**config.mk**
```make
export PLATFORM = sky130hd
export DESIGN_NAME = stopwatch_core
export DESIGN_NICKNAME = d
export VERILOG_FILES = /design/src/rtl/stopwatch_pkg.sv /design/src/rtl/stopwatch_time_cnt.sv /design/src/rtl/stopwatch_core.sv
export SDC_FILE = /design/constraint.sdc
export NUM_CORES = 1
export LEC_CHECK = 0
export CORE_AREA = 2 2 189 191
export CTS_BUF_LIST = sky130_fd_sc_hd__clkbuf_4 sky130_fd_sc_hd__clkbuf_8 sky130_fd_sc_hd__clkbuf_16
export DETAILED_ROUTE_END_ITERATION = 10
export DIE_AREA = 0 0 191 193
export GPL_ROUTABILITY_DRIVEN = 0
export PLACE_DENSITY = 0.74
export SYNTH_ARGS = -nofsm -noshare
export SYNTH_HDL_FRONTEND = slang
export SYNTH_SLANG_ARGS = --single-unit
```
**constraint.sdc**
```tcl
create_clock -name iPCLK -period 2 [get_ports iPCLK]
set_clock_uncertainty 0.15 [all_clocks]
set_input_delay 0.2 -clock iPCLK [delete_from_list [all_inputs] [get_ports iPCLK]]
set_output_delay 0.2 -clock iPCLK [all_outputs]
set_load 0.03 [all_outputs]
```
**src/rtl/stopwatch_pkg.sv**
```systemverilog
// Shared types and constants for the stopwatch timing engine.
package stopwatch_pkg;

  typedef enum logic [1:0] {
    ST_IDLE  = 2'd0,
    ST_RUN   = 2'd1,
    ST_PAUSE = 2'd2
  } state_e;

  localparam int LAP_NUM = 10;

  // Packed time word: {hh, mm, ss, cc}, one byte per field.
  localparam int FIELD_W = 8;
  localparam int CC_LSB  = 0;
  localparam int SS_LSB  = 8;
  localparam int MM_LSB  = 16;
  localparam int HH_LSB  = 24;

  localparam logic [FIELD_W-1:0] CC_MAX = 8'd99;
  localparam logic [FIELD_W-1:0] SS_MAX = 8'd59;
  localparam logic [FIELD_W-1:0] MM_MAX = 8'd59;
  localparam logic [FIELD_W-1:0] HH_MAX = 8'd99;

  // Next value of a wrapping field counter.
  function automatic logic [FIELD_W-1:0] field_next(input logic [FIELD_W-1:0] value,
                                                   input logic [FIELD_W-1:0] max);
    return (value == max) ? '0 : value + 8'd1;
  endfunction

endpackage

```
**src/rtl/stopwatch_time_cnt.sv**
```systemverilog
// Centisecond prescaler plus cascaded cc/ss/mm/hh counters.
module stopwatch_time_cnt
  import stopwatch_pkg::*;
#(
  parameter int TICK_DIV = 500000
) (
  input  logic        iPCLK,
  input  logic        iPRESETn,
  input  logic        run_i,
  input  logic        clear_i,
  output logic        tick_o,
  output logic [31:0] time_o
);

  localparam int PW = $clog2(TICK_DIV);

  logic [PW-1:0] presc_q, presc_d;
  logic [31:0]   time_q, time_d;
  logic [FIELD_W-1:0] cc, ss, mm, hh;

  assign cc     = time_q[CC_LSB +: FIELD_W];
  assign ss     = time_q[SS_LSB +: FIELD_W];
  assign mm     = time_q[MM_LSB +: FIELD_W];
  assign hh     = time_q[HH_LSB +: FIELD_W];
  assign tick_o = run_i && (presc_q == PW'(TICK_DIV - 1));
  assign time_o = time_q;

  // Next prescaler phase and next time value; higher fields only move on carry.
  always_comb begin
    // NOTE: every output of this block gets a default first, so no path leaves a latch.
    presc_d = presc_q;
    time_d  = time_q;
    if (clear_i) begin
      presc_d = '0;
      time_d  = '0;
    end else if (run_i) begin
      presc_d = tick_o ? '0 : presc_q + 1'b1;
      if (tick_o) begin
        time_d[CC_LSB +: FIELD_W] = field_next(cc, CC_MAX);
        if (cc == CC_MAX) begin
          time_d[SS_LSB +: FIELD_W] = field_next(ss, SS_MAX);
          if (ss == SS_MAX) begin
            time_d[MM_LSB +: FIELD_W] = field_next(mm, MM_MAX);
            if (mm == MM_MAX) begin
              time_d[HH_LSB +: FIELD_W] = field_next(hh, HH_MAX);
            end
          end
        end
      end
    end
  end

  // Prescaler and time registers; the prescaler holds its phase while paused.
  always_ff @(posedge iPCLK or negedge iPRESETn) begin
    // NOTE: state registers use non-blocking assignments so all flops update together.
    if (!iPRESETn) begin
      presc_q <= '0;
      time_q  <= '0;
    end else begin
      presc_q <= presc_d;
      time_q  <= time_d;
    end
  end

endmodule

```
**src/rtl/stopwatch_core.sv**
```systemverilog
// Stopwatch engine: run/pause FSM, lap capture array and lap counter.
module stopwatch_core
  import stopwatch_pkg::*;
#(
  parameter int TICK_DIV = 500000
) (
  input  logic        iPCLK,
  input  logic        iPRESETn,
  input  logic        iWATCH_START,
  input  logic        iWATCH_STOP,
  input  logic        iWATCH_RESET,
  input  logic        iWATCH_STORE,
  output logic [31:0] oCURR_TIME,
  output logic [31:0] oTIME_LAP0,
  output logic [31:0] oTIME_LAP1,
  output logic [31:0] oTIME_LAP2,
  output logic [31:0] oTIME_LAP3,
  output logic [31:0] oTIME_LAP4,
  output logic [31:0] oTIME_LAP5,
  output logic [31:0] oTIME_LAP6,
  output logic [31:0] oTIME_LAP7,
  output logic [31:0] oTIME_LAP8,
  output logic [31:0] oTIME_LAP9,
  output logic        oRUNNING,
  output logic [3:0]  oLAP_CNT,
  output logic        oLAP_FULL
);

  state_e      state_q;
  logic        running_q;
  logic [31:0] lap_q [LAP_NUM];
  logic [3:0]  lap_cnt_q;
  logic        lap_full_q;
  logic        store_ok;

  stopwatch_time_cnt #(.TICK_DIV(TICK_DIV)) u_time_cnt (
    .iPCLK    (iPCLK),
    .iPRESETn (iPRESETn),
    .run_i    (state_q == ST_RUN),
    .clear_i  (iWATCH_RESET),
    .tick_o   (),
    .time_o   (oCURR_TIME)
  );

  // Run/pause FSM with a registered running flag; reset beats stop beats start.
  always_ff @(posedge iPCLK or negedge iPRESETn) begin
    if (!iPRESETn) begin
      state_q   <= ST_IDLE;
      running_q <= 1'b0;
    end else if (iWATCH_RESET) begin
      state_q   <= ST_IDLE;
      running_q <= 1'b0;
    end else begin
      case (state_q)
        ST_IDLE, ST_PAUSE: begin
          if (iWATCH_START && !iWATCH_STOP) begin
            state_q   <= ST_RUN;
            running_q <= 1'b1;
          end
        end
        ST_RUN: begin
          if (iWATCH_STOP) begin
            state_q   <= ST_PAUSE;
            running_q <= 1'b0;
          end
        end
        default: begin
          state_q   <= ST_IDLE;
          running_q <= 1'b0;
        end
      endcase
    end
  end

  // Store captures the current (pre-tick) time into the next free slot only.
  assign store_ok = iWATCH_STORE && (state_q != ST_IDLE) && (lap_cnt_q < 4'(LAP_NUM));

  // Lap array and counter; laps are never overwritten until a clear.
  always_ff @(posedge iPCLK or negedge iPRESETn) begin
    if (!iPRESETn) begin
      // NOTE: the lap array drives output ports directly, so every entry is reset explicitly.
      for (int i = 0; i < LAP_NUM; i++) lap_q[i] <= '0;
      lap_cnt_q  <= '0;
      lap_full_q <= 1'b0;
    end else if (iWATCH_RESET) begin
      for (int i = 0; i < LAP_NUM; i++) lap_q[i] <= '0;
      lap_cnt_q  <= '0;
      lap_full_q <= 1'b0;
    end else if (store_ok) begin
      for (int i = 0; i < LAP_NUM; i++) begin
        if (lap_cnt_q == 4'(i)) lap_q[i] <= oCURR_TIME;
      end
      lap_cnt_q  <= lap_cnt_q + 4'd1;
      lap_full_q <= (lap_cnt_q == 4'(LAP_NUM - 1));
    end
  end

  assign oRUNNING   = running_q;
  assign oLAP_CNT   = lap_cnt_q;
  assign oLAP_FULL  = lap_full_q;
  assign oTIME_LAP0 = lap_q[0];
  assign oTIME_LAP1 = lap_q[1];
  assign oTIME_LAP2 = lap_q[2];
  assign oTIME_LAP3 = lap_q[3];
  assign oTIME_LAP4 = lap_q[4];
  assign oTIME_LAP5 = lap_q[5];
  assign oTIME_LAP6 = lap_q[6];
  assign oTIME_LAP7 = lap_q[7];
  assign oTIME_LAP8 = lap_q[8];
  assign oTIME_LAP9 = lap_q[9];

endmodule

```
# Yosys cells after proc, flatten, opt, wreduce, memory -nomap -nowiden

Cells that the tools add are included.

Register bits: 379
Logic and storage cells: 121

$add $sub $neg: 6
Magnitude comparators: 1
Equal/unequal tests: 18
Multiplexer cells: 37
Reduce and logical (&&, ||, !) cells: 40

Operators by type and width:

| cell                                          | number |
|---|---|
| two-way mux 320 bit                           | 2 |
| two-way mux 32 bit                            | 13 |
| two-way mux 19 bit                            | 3 |
| two-way mux 8 bit                             | 5 |
| nonzero test 2 bit                            | 17 |
| adder 8 x 1 -> 8 bit, second input constant   | 4 |
| two-way mux 24 bit                            | 1 |
| AND reduction 2 bit                           | 12 |
| adder 19 x 1 -> 19 bit, second input constant | 1 |
| == test 19 bit, second input constant         | 1 |
| == test 4 x 3 -> 1 bit, second input constant | 4 |
| == test 8 x 6 -> 1 bit, second input constant | 2 |
| == test 8 x 7 -> 1 bit, second input constant | 2 |
| two-way mux 16 bit                            | 1 |
| == test 4 x 2 -> 1 bit, second input constant | 2 |
| == test 4 bit, second input constant          | 2 |
| two-way mux 4 bit                             | 2 |
| two-way mux 2 bit                             | 3 |
| inequality test 3 bit, second input constant  | 2 |
| two-way mux 1 bit                             | 5 |
| AND reduction 5 bit                           | 1 |
| adder 4 x 1 -> 4 bit, second input constant   | 1 |
| == test 4 x 1 -> 1 bit, second input constant | 1 |
| logical AND 1 bit                             | 4 |
| 11 further kinds                              | 11 |

# Longest topological paths before layout

Word-level depth: 8
Depth in mapped cells: 7

# Hierarchy

Synthesis repeated with hierarchy kept, for this count alone.

Cell total of the unflattened synthesis: 1458
Area total of the unflattened synthesis: 17493.0 um^2

By module, submodules not included:

| module             | times used | cells each | area each (um^2) | sequential area each (um^2) |
|---|---|---|---|---|
| stopwatch_core     | 1          | 1152       | 14640.3          | 8182.8 |
| stopwatch_time_cnt | 1          | 306        | 2852.7           | 1276.2 |

# Worst setup path before layout

OpenSTA, ideal clock, no wires.

Kind: flip-flop to flip-flop
From: reg u_time_cnt.time_q[24] (netlist: u_time_cnt.time_o[24])
To: reg u_time_cnt.time_q[27] (netlist: u_time_cnt.time_o[27])
Setup time: 0.140 ns
Data arrival time: 2.004 ns
Slack: -0.293 ns
Stages on the path, launching flop included: 7
Buffers on the path: 0
Path through: dfrtp_1 > ha_1 > nand4b_1 > o41ai_1 > nor2_1 > o211ai_1 > o31ai_1

Longest elaborated chain between the ends: 8

RTL lines:

| item                                                                  | RTL line                 | text |
|---|---|---|
| from (decl)                                                           | stopwatch_time_cnt.sv:18 | `logic [31:0] time_q, time_d;` |
| from (signal assigned)                                                | stopwatch_time_cnt.sv:61 | `time_q <= time_d;` |
| adder 8 x 1 -> 8 bit / == test 8 x 7 -> 1 bit (equally long branches) | stopwatch_pkg.sv:27      | `return (value == max) ? '0 : value + 8'd1;` |
| two-way mux 8 bit *                                                   | stopwatch_pkg.sv:27      |  |
| two-way mux 8 bit *                                                   | stopwatch_time_cnt.sv:44 | `if (mm == MM_MAX) begin` |
| two-way mux 16 bit *                                                  | stopwatch_time_cnt.sv:42 | `if (ss == SS_MAX) begin` |
| two-way mux 24 bit *                                                  | stopwatch_time_cnt.sv:40 | `if (cc == CC_MAX) begin` |
| two-way mux 32 bit *                                                  | stopwatch_time_cnt.sv:38 | `if (tick_o) begin` |
| two-way mux 32 bit *                                                  | stopwatch_time_cnt.sv:36 | `end else if (run_i) begin` |
| two-way mux 32 bit *                                                  | stopwatch_time_cnt.sv:33 | `if (clear_i) begin` |

Mark *: on every way between the ends. The rest lies on a longest branch, timed or not. The select of a mux whose other input is x is not followed.
A chain may end at the register's enable or synchronous reset.

# Worst setup path in the final report

From: reg u_time_cnt.presc_q[12]
To: reg u_time_cnt.time_q[22] (netlist: u_time_cnt.time_o[22])

Longest elaborated chain between the ends: 4

RTL lines:

| item                                 | RTL line                 | text |
|---|---|---|
| from (decl)                          | stopwatch_time_cnt.sv:17 | `logic [PW-1:0] presc_q, presc_d;` |
| from (signal assigned)               | stopwatch_time_cnt.sv:60 | `presc_q <= presc_d;` |
| == test 19 bit                       | stopwatch_time_cnt.sv:25 | `assign tick_o = run_i && (presc_q == PW'(TICK_DIV - 1));` |
| logical AND 1 bit                    | stopwatch_time_cnt.sv:25 |  |
| nonzero test 2 bit (no source line)  | -                        |  |
| AND reduction 4 bit (no source line) | -                        |  |

No other way between the ends.

==> results.ini <==
[run_status]
status = finished with violations
violations = setup timing

[grt]
grt_pass1_vias = 14121
antenna_found_initial = 0
grt_pass1_wl_um = 83180
grt_max_degree = 139
grt_overflow = 0
grt.total_usage_pct = 29.99

[logic_synthesis]
synth_warnings = 0
synth_edf_count = 0
synth_seq_cells = 378
syn_nets = 1766
synthFlopType = dfrtp_1
synth_cell_types = 52
async_flop_share_pct = 100.0
avgSynthCellArea_sq_um = 9.039
ys_seq_area_share_pct = 59.76
synth_area_sq_um = 15830
synth_cells = 1751

[place]
place_hpwl_um = 36330
placed_cell_area_sq_um = 20940
portBuffers = 363
place_ws_ns = -0.3057

[die]
rows = 69
die_w_um = 191
initial_core_util_pct = 45.27
core_area_sq_um = 34960
dieArea_sq_um = 36860
ios = 364
die_h_um = 193

[timing]
finalCritPeriodShare_pct = 109.4
tightest_slew_ns = 1.018
fmax_ghz = 0.4570
setup-tns-final_ns = -2.226
relSlewSlack_pct = 32.12
rsz0062_at_grt = true
setup_viol = 35
setup_ws_ns = -0.1883
hold_viol = 0
slew_violations = 0
min_period_ns = 2.188

[power]
total_power_mw = 15.90
ir_worst_vdd_v = 0.0007005
p_leak_nw = 10.37
powerDensity_nw_per_um2 = 679.3

[clock_tree]
clock-sinks = 378
root_buffer = clkbuf_16
cts.clk_slew.worst_paths_ns = 0.06
clock_path_buffers = 3
cts_buffers = 40
cts_tree = built
insertion_delay_ns = 0.54
cts_max_level = 2

[run]
maxCapViolations = 0

[setup_path]
end_kind = flip-flop
worstPathMaxFanout = 3
crit_type = reg2reg
cp.required_ns = 2.32
critPathLaunchType = flip-flop
rr_worst_depth = 7
reg2reg_from = u_time_cnt.presc_q[12]
ff2ff_setup_slack_ns = -0.19
critPathArrivalTime_ns = 2.51
r2r_end = u_time_cnt.time_o[22]

[detailed_routing]
wirelength_um = 59350
vias = 14999
drc = 0
ant_nets = 0
drt_iter0_markers = 1348
via_per_inst = 5.609
wire_per_inst_um = 22.20
dr.pass1.iters = 6

[cells_and_area]
area_growth_pct = 47.91
layout_common_cells = nand2_1 (599), dfrtp_1 (362), clkdlybuf4s50_1 (306)
fin_nets = 2201
fillCellCount = 2665
multi_input_comb_area_sq_um = 6356
fin_area_sq_um = 23410
drive_gt1_share_pct = 18.21
antenna_cells = 0
final_common_cell = nand2_1
seqCellArea_sq_um = 9479

[min_path]
hp-class = in2async

[area by class of cell]
type	instances	share of cell area, %
clock buffers	62	5.350
clock inverters	7	0.4276
inverters	12	0.1924
multi-input cells	1211	27.15
flip-flops and latches	378	40.49
well taps	461	2.464
repair buffers	543	23.93
[routing by layer]
metal	track usage (%)	part of all wire, %
met1	37.26	37
met2	49.51	48
met3	7.222	9.5
met5	0	0
met4	14.46	4.5
[cells in the mapped netlist, types with 9 or more instances]
cell | number | share of area (%)
buf_2 | 18 | 0.57
inv_1 | 11 | 0.26
dfrtp_1 | 378 | 60
xor2_1 | 9 | 0.50
and3_1 | 11 | 0.43
nand2_1 | 615 | 15
clkbuf_1 | 131 | 3.1
or3_1 | 10 | 0.40
nand4_1 | 11 | 0.43
o21ai_0 | 17 | 0.54
a21oi_1 | 310 | 9.8
nor2_1 | 68 | 1.6
ha_1 | 9 | 0.71
mux2i_1 | 34 | 2.2
nand3_1 | 22 | 0.70
[flip-flops by register name, indices dropped and copies added, names as in the netlist]
register / flops
oTIME_LAP7: 32
oTIME_LAP4: 32
u_time_cnt.time_o: 32
oTIME_LAP2: 32
oTIME_LAP8: 32
oTIME_LAP3: 32
oTIME_LAP9: 32
u_time_cnt.presc_q: 19
oTIME_LAP6: 32
oTIME_LAP1: 32
oLAP_FULL: 1
oLAP_CNT: 4
oTIME_LAP5: 32
state_q: 2
oTIME_LAP0: 32
[power breakdown]
group / switching [mW] / total, mW / internal, mW
logic: 0.464 / 0.618 / 0.154
clock network: 3.05 / 7.62 / 4.57
registers: 0.00879 / 7.67 / 7.66
total: 3.52 / 15.9 / 12.4
[metrics by stage]
stage	hold WS [ns]	util (%)	instances
floorplan	-0.2456	-	1751
CTS	0.02176	64.39	2646
global route	0.05065	66.96	2674
global placement	-0.01549	59.89	2565
detailed placement	-0.01031	59.89	2565
finish	0.01997	66.96	2674
[worst max-delay path, cell delays in order, from the launching register on]
cell and delay (ns):
dfrtp_1 0.41, nor4b_4 0.35, and3_4 0.27, buf_6 0.11, nand4_1 0.15, buf_4 0.19
or3_4 0.37, a21oi_2 0.13
[worst max-delay path by stage]
stage,startpoint,to,slack [ns],cells after the start
after floorplan,state_q[0],u_time_cnt.time_o[13],-0.09,6
after global placement,u_time_cnt.presc_q[0],u_time_cnt.presc_q[17],-0.26,6
after detailed placement,u_time_cnt.presc_q[12],u_time_cnt.time_o[18],-0.31,6
after CTS,u_time_cnt.presc_q[1],u_time_cnt.time_o[22],-0.13,7
after global routing,u_time_cnt.presc_q[5],u_time_cnt.time_o[22],-0.27,8
final,u_time_cnt.presc_q[12],u_time_cnt.time_o[22],-0.19,7
[timing repair]
item	CTS	global route
endpoints found under the hold margin	379	0
gates resized for setup	54	163
buffers inserted	10	21
hold buffers	2	0
endpoints found under the setup margin	161	223
pin swaps	20	42
cloned	1	9
[logic make-up (layout without fill, tap and decap cells)]
logic type	after synthesis	in the layout	share of synthesized area [%]
buffers and inverters	163	624	4.016
adders and majority gates	9	9	0.7115
and+or+nand+nor	786	786	20.32
AOI/OAI and AO/OA	366	367	12.21
xor gates and xnor gates	15	15	0.8301
DFF	378	378	59.76
muxes	34	34	2.150
(Power assumes the default switching activity.)
